[src/rtl/mul_pkg.sv]
// Shared definitions for the shift-and-add multiplier.
//   state_t            : FSM state encoding (IDLE=0, RUN=1, DONE=2), 2 bits.
//   MUL_WIDTH_DEFAULT  : default operand width.
package mul_pkg;

    localparam int MUL_WIDTH_DEFAULT = 4;

    typedef enum logic [1:0] {
        IDLE = 2'd0,
        RUN  = 2'd1,
        DONE = 2'd2
    } state_t;

endpackage

[src/rtl/shift_left_wide.sv]
// Combinational variable left shifter built as a chain of 2:1 muxes.
// Stage k shifts by 2**k when amt[k] is set; bits shifted out are dropped.
// Ports:
//   data_in  [DATA_W-1:0] : value to shift
//   amt      [AMT_W-1:0]  : shift amount
//   data_out [DATA_W-1:0] : data_in << amt
module shift_left_wide #(
    parameter int DATA_W = 8,
    parameter int AMT_W  = 2
) (
    input  logic [DATA_W-1:0] data_in,
    input  logic [AMT_W-1:0]  amt,
    output logic [DATA_W-1:0] data_out
);

    logic [DATA_W-1:0] stage [AMT_W+1];

    assign stage[0] = data_in;

    for (genvar k = 0; k < AMT_W; k++) begin : g_stage
        assign stage[k+1] = amt[k] ? (stage[k] << (1 << k)) : stage[k];
    end

    assign data_out = stage[AMT_W];

endmodule

[src/rtl/shift_mul4.sv]
// Sequential unsigned shift-and-add multiplier, one multiplier bit per cycle.
//
// Handshake: a transfer happens on a rising edge where valid and ready are
// both high. in_ready is high only in IDLE; out_valid is high only in DONE,
// and product is held stable there until out_ready is seen. Only one product
// is in flight; the next operand pair can be accepted the cycle after the
// product is taken.
//
// Ports:
//   clk, rst              : clock, asynchronous active-high reset
//   in_valid / in_ready   : operand handshake (a, b)
//   a, b     [WIDTH-1:0]  : unsigned operands
//   out_valid / out_ready : result handshake
//   product  [2*WIDTH-1:0]: a*b (last accumulator value outside DONE)
//   state_dbg [1:0]       : current FSM state, for observation
module shift_mul4
    import mul_pkg::*;
#(
    parameter int WIDTH = MUL_WIDTH_DEFAULT
) (
    input  logic               clk,
    input  logic               rst,
    input  logic               in_valid,
    output logic               in_ready,
    input  logic [WIDTH-1:0]   a,
    input  logic [WIDTH-1:0]   b,
    output logic               out_valid,
    input  logic               out_ready,
    output logic [2*WIDTH-1:0] product,
    output logic [1:0]         state_dbg
);

    localparam int PW    = 2 * WIDTH;
    localparam int CNT_W = (WIDTH > 1) ? $clog2(WIDTH) : 1;
    localparam logic [CNT_W-1:0] CNT_LAST = CNT_W'(WIDTH - 1);

    state_t           state_q, state_d;
    logic [WIDTH-1:0] a_q, a_d;
    logic [WIDTH-1:0] b_q, b_d;
    logic [PW-1:0]    acc_q, acc_d;
    logic [CNT_W-1:0] cnt_q, cnt_d;

    logic [PW-1:0]    a_shifted;

    // Partial product candidate for the bit currently being processed.
    shift_left_wide #(
        .DATA_W (PW),
        .AMT_W  (CNT_W)
    ) u_shift (
        .data_in  ({{WIDTH{1'b0}}, a_q}),
        .amt      (cnt_q),
        .data_out (a_shifted)
    );

    always_comb begin
        state_d = state_q;
        a_d     = a_q;
        b_d     = b_q;
        acc_d   = acc_q;
        cnt_d   = cnt_q;

        case (state_q)
            IDLE: begin
                if (in_valid) begin
                    a_d     = a;
                    b_d     = b;
                    acc_d   = '0;
                    cnt_d   = '0;
                    state_d = RUN;
                end
            end
            RUN: begin
                // Every bit is visited even when the upper bits of b are zero,
                // which keeps the latency independent of the operands.
                if (b_q[cnt_q]) begin
                    acc_d = acc_q + a_shifted;
                end
                cnt_d = cnt_q + CNT_W'(1);
                if (cnt_q == CNT_LAST) begin
                    state_d = DONE;
                end
            end
            DONE: begin
                if (out_ready) begin
                    state_d = IDLE;
                end
            end
            default: begin
                state_d = IDLE;
            end
        endcase
    end

    always_ff @(posedge clk or posedge rst) begin
        if (rst) begin
            state_q <= IDLE;
            a_q     <= '0;
            b_q     <= '0;
            acc_q   <= '0;
            cnt_q   <= '0;
        end else begin
            state_q <= state_d;
            a_q     <= a_d;
            b_q     <= b_d;
            acc_q   <= acc_d;
            cnt_q   <= cnt_d;
        end
    end

    // Outputs decode straight from the registered state so reset reaches
    // them without waiting for a clock edge.
    assign in_ready  = (state_q == IDLE);
    assign out_valid = (state_q == DONE);
    assign product   = acc_q;
    assign state_dbg = state_q;

endmodule

[config.mk]
export PLATFORM = sky130hd
export DESIGN_NAME = shift_mul4
export DESIGN_NICKNAME = d
export VERILOG_FILES = /design/src/rtl/mul_pkg.sv /design/src/rtl/shift_left_wide.sv /design/src/rtl/shift_mul4.sv
export SDC_FILE = /design/constraint.sdc
export NUM_CORES = 1
export LEC_CHECK = 0
export ABC_CLOCK_PERIOD_IN_PS = 2500
export CORE_MARGIN = 10
export CORE_UTILIZATION = 45
export DETAILED_ROUTE_END_ITERATION = 8
export MAX_ROUTING_LAYER = met4
export PLACE_DENSITY = 0.77
export SLEW_MARGIN = 20
export SYNTH_ARGS = -nofsm -noshare
export SYNTH_HDL_FRONTEND = slang
export SYNTH_SLANG_ARGS = --single-unit
export TNS_END_PERCENT = 10
[constraint.sdc]
create_clock -name clk -period 2.5 [get_ports clk]
set_input_delay 0.375 -clock clk [delete_from_list [all_inputs] [get_ports clk]]
set_output_delay 0.375 -clock clk [all_outputs]
set_load 0.02 [all_outputs]
== Word level (Yosys, flattened, before mapping) ==
Cells that the tools add are included.

* Register bits after elaboration: 20
* Bits of input ports: 12
* Output and inout bits: 12
* Word-level logic and storage cells: 34

* Add/sub/neg operators: 2
* Magnitude comparators: 1
* Eq/ne operators: 7
* Muxes and demuxes: 13
* Reduce and logical (&&, ||, !) cells: 6

{| class="wikitable"
|+ Operator list
! operator !! count
|-
| $mux W8 || 2
|-
| $pmux W8 S2 || 1
|-
| $add A8 B8 Y8 || 1
|-
| $mux W2 || 4
|-
| $mux W7 || 1
|-
| $ne A2 B2 Y1 const B || 3
|-
| $pmux W2 S3 || 1
|-
| $reduce_and A3 Y1 || 2
|-
| $mux W5 || 1
|-
| $eq A2 B2 Y1 const B || 2
|-
| $pmux W2 S2 || 1
|-
| $reduce_and A2 Y1 || 2
|-
| $lt A2 B3 Y1 const B || 1
|-
| $add A2 B1 Y2 const B || 1
|-
| $bmux W1 S2 || 1
|-
| $eq A2 B1 Y1 const B || 1
|-
| $logic_not A2 Y1 || 1
|-
| $ne A2 B1 Y1 const B || 1
|-
| $reduce_bool A2 Y1 || 1
|-
| $mux W1 || 1
|}

== Logic depth before layout (Yosys ltp) ==
* Word-level depth: 5
* Depth in mapped cells: 9

== Modules after synthesis ==
Synthesis repeated with hierarchy kept, for this count alone.

* Cell total of the unflattened synthesis: 116
* Area total of the unflattened synthesis: 1257.5 um2

{| class="wikitable"
|+ By module, submodules not included
! module !! times used !! cells an instance !! area an instance (um2) !! sequential area each (um2)
|-
| shift_mul4 || 1 || 98 || 1094.8 || 500.5
|-
| shift_left_wide || 1 || 18 || 162.7 || 0.0
|}

== Least setup slack after synthesis ==
Ideal clock, no wire load.

* Path kind: register -> register
* Start point: reg cnt_q[0]
* End point: reg acc_q[6], in the netlist product[6]
* Library setup time: 0.131 ns
* Arrival: 2.010 ns
* Path slack: 0.359 ns
* Cell stages (with the launch flop): 9
* Path buffers: 1
* Clock period less this slack: 2.141 ns
* Cell sequence: dfrtp_1 -> clkbuf_1 -> nor3b_1 -> ha_1 -> fa_1 -> a211o_1 -> o211ai_1 -> a2111o_1 -> o211ai_1

* Longest elaborated chain between the ends: 5

{| class="wikitable"
|+ Ends and longest elaborated chain
! item !! line !! source
|-
| start, declared || shift_mul4.sv:41 || <nowiki>logic [CNT_W-1:0] cnt_q, cnt_d;</nowiki>
|-
| start signal, assigned || shift_mul4.sv:106 || <nowiki>cnt_q <= cnt_d;</nowiki>
|-
| $mux W5 || shift_left_wide.sv:21 || <nowiki>assign stage[k+1] = amt[k] ? (stage[k] << (1 << k)) : stage[k];</nowiki>
|-
| $mux W7 || shift_left_wide.sv:21 ||
|-
| $add A8 B8 Y8 || shift_mul4.sv:76 || <nowiki>acc_d = acc_q + a_shifted;</nowiki>
|-
| $mux W8 || shift_mul4.sv:75 || <nowiki>if (b_q[cnt_q]) begin</nowiki>
|-
| $pmux W8 S2 || shift_mul4.sv:62 || <nowiki>case (state_q)</nowiki>
|-
| end signal, assigned || shift_mul4.sv:99 || <nowiki>acc_q <= '0;</nowiki>
|-
| end signal, assigned || shift_mul4.sv:105 || <nowiki>acc_q <= acc_d;</nowiki>
|-
| end, declared || shift_mul4.sv:40 || <nowiki>logic [PW-1:0] acc_q, acc_d;</nowiki>
|}

Parallel ways exist; a longest one is shown, timed or not. The select of a mux whose other input is x is not followed.
A chain may end at the register's enable or synchronous reset.

== Final worst setup path ==
Ends and elaborated chain as after synthesis.

==> summary.txt <==
most used cell, CP -> o211ai_1
fin crit share -> 90.1%
hold crit path type -> input pin to async pin
Area Overhead vs Synth -> 24.0%
Port-buffer cells -> 23
CP arrival -> 2.43 ns
Leak -> 0.673 nW
largest net degree at the start of global routing -> 21
initial DRC count -> 28
CP required -> 2.68 ns
number of diodes -> 0
post-layout util -> 58.8%
Seq/Total Area, Yosys -> 42.2%
min Tclk post-route -> 2.25 ns
max-cap violations -> 0
crit-path cells -> mux2i_1, nor2_1, fa_1, a211o_1, o211ai_1, a2111o_1, o211ai_1
dpl cells -> 165
fin. max-slew vios -> 0
Resize count post-CTS -> 0
Post-CTS Setup Bufs -> 0
share of layout cells above drive strength 1 -> 11.5%
CTS tree -> done
vias -> 931
delay-heaviest family, CP -> compound AO/OA/AOI/OAI gates
Final setup viols -> 0
I/O pin total -> 24
hold buffer count at CTS -> 0
Slew headroom -> 50.2%
Yosys reg bits -> 20
most common cell after layout, fill and taps aside -> clkdlybuf4s50_1
crit-path max cell delay -> 0.63 ns
antenna violations before repair -> 0
height of the die -> 71.3 um
gr usage total -> 10.3%
Final Hold Fails -> 0
worst slew pin tran -> 0.746 ns
vias in the first global route -> 949
clk slew on worst S/H paths -> 0.11 ns
placer congestion estimate -> 0.845
status -> finished clean
slowest CP cell -> dfrtp_1
Synth Instances -> 116
routed wire length per instance -> 14.7 um
worst-path maximum fanout -> 14
r2r setup slk -> 0.25 ns
initial core utilization -> 47.4%
drt drc -> 0
fmax -> 444 MHz
crit path kind -> flop to flop
synthesized area -> 1180 sq um
metal2 WL -> 1160 um
most frequent cells in the layout -> clkdlybuf4s50_1, dfrtp_1, nand2_1, nand3_1, mux2_2
Mapped Nets -> 137
Non-Filler Instances -> 169
number of fillers in the final layout -> 224
dpl hpwl -> 1970 um
CP endpoint kind -> flop
Clock Latency Late Sink -> 0.30 ns
met1 wire length -> 1170 um
average vias per placed instance -> 5.51
Synth area leader -> dfrtp_1
clock buffer depth -> 2
core region area -> 2500 sq um
Syn Area/Cell -> 10.2 sq um
Final ANT Viol Nets -> 0
crit path launch type -> flop
clk root buf -> clkbuf_4
grt ovf -> 0
CTS Sinks -> 20
R2R cell count -> 7
Bufs and invs on worst path -> 0
Synth cell types -> 32
skew final -> 0.00804 ns
RSZ-0062 raised after global routing -> false
number of detailed-route iterations in the first pass -> 4
die width -> 71.3 um
share of the synthesized area in the top cell type -> 42.2%
R2R Path End -> product[6]
Ys Warns -> 0
CTS Buf Count -> 3
Cell Rows -> 18
PD cells -> 1350 nW/um^2
Peak VDD IR -> 0.000779 V
worst r2r src -> cnt_q[0]
final wirelength -> 2480 um
wire length on met3 -> 122 um
fin nets -> 161
largest cells by area after synthesis -> dfrtp_1, mux2_2, ha_1
global-route wire length before repair -> 4280 um
max layer used -> met4
Setup TNS -> 0 ns
area of the die -> 5090 sq um
H-tree Lvls -> 1
where the power goes:
part           total (mW)  switching (mW)  internal [mW]
registers           0.626           0.158          0.468
logic                1.18           0.608          0.568
clock network       0.185          0.0965         0.0889
worst max-delay path by stage:
stage / startpoint / to / depth (start not counted)
global placement: cnt_q[0] / product[6] / 7
global route: cnt_q[1] / product[7] / 8
finish: cnt_q[0] / product[6] / 7
detailed placement: cnt_q[0] / product[6] / 7
floorplan: cnt_q[0] / product[6] / 8
CTS: cnt_q[0] / product[6] / 7
sequential cells by signal (all words and copies together) (netlist names):
signal	cells
a_q	4
b_q	4
cnt_q	2
product	8
state_dbg	2
worst register-to-register path: cells and delay by family (launching register included):
| family | cells | cell delay (ns) |
|---|---|---|
| AOI/OAI and AO/OA | 4 | 0.71 |
| adders and majority gates | 1 | 0.47 |
| DFF | 1 | 0.63 |
| muxes | 1 | 0.23 |
| and+or+nand+nor | 1 | 0.09 |
synth_stat cells, drive strengths merged:
master / n
a22o: 1
o211ai: 2
and3b: 1
o22ai: 1
a21oi: 5
nand3: 11
a211o: 2
xnor2: 2
clkbuf: 2
o21ai: 7
nor3b: 1
nand2: 17
a21boi: 1
a2111o: 1
and2: 1
fa: 1
o31ai: 1
a21o: 2
nor2: 5
nand2b: 1
ha: 8
and3: 1
mux2: 9
mux2i: 4
buf: 2
mux4: 1
a211oi: 1
dfrtp: 20
inv: 2
nor2b: 3
stage by stage:
| stage | power (mW) | cell area, sq um | hold WS [ns] | worst slack, ns |
|---|---|---|---|---|
| after floorplan | 1.49 | 1180 | 0.339 | 0.359 |
| after global placement | 1.77 | 1430 | 0.478 | 0.291 |
| after detailed placement | 1.81 | 1430 | 0.481 | 0.261 |
| after CTS | 2.00 | 1470 | 0.504 | 0.241 |
| after global routing | 2.16 | 1470 | 0.537 | 0.0506 |
| final | 1.99 | 1470 | 0.490 | 0.249 |
per-layer routing:
layer	vias up	GRT usage, %
li1	464	-
met1	443	11.7
met2	20	16.4
met3	4	3.58
met4	0	3.44
met5	-	-
cell type report:
| class | count | area [sq um] | area share (%) |
|---|---|---|---|
| inverter | 2 | 7.51 | 0.511 |
| sequential | 20 | 500 | 34.1 |
| clock buffer | 4 | 36.3 | 2.47 |
| tap | 30 | 37.5 | 2.56 |
| multi-input combinational | 90 | 657 | 44.7 |
| timing repair buffer | 23 | 230 | 15.7 |
cell families (layout without fill, tap and decap cells):
| family | Yosys count | after routing | share of synthesized area, % |
|---|---|---|---|
| xor gates and xnor gates | 2 | 2 | 1.48 |
| adders and majority gates | 9 | 9 | 10.1 |
| DFF | 20 | 20 | 42.2 |
| and+or+nand+nor | 41 | 41 | 16.4 |
| muxes | 14 | 14 | 13.8 |
| buffers and inverters | 6 | 29 | 2.32 |
| AOI/OAI and AO/OA | 24 | 24 | 13.6 |
No activity file was read; power rests on OpenSTA's default activity.
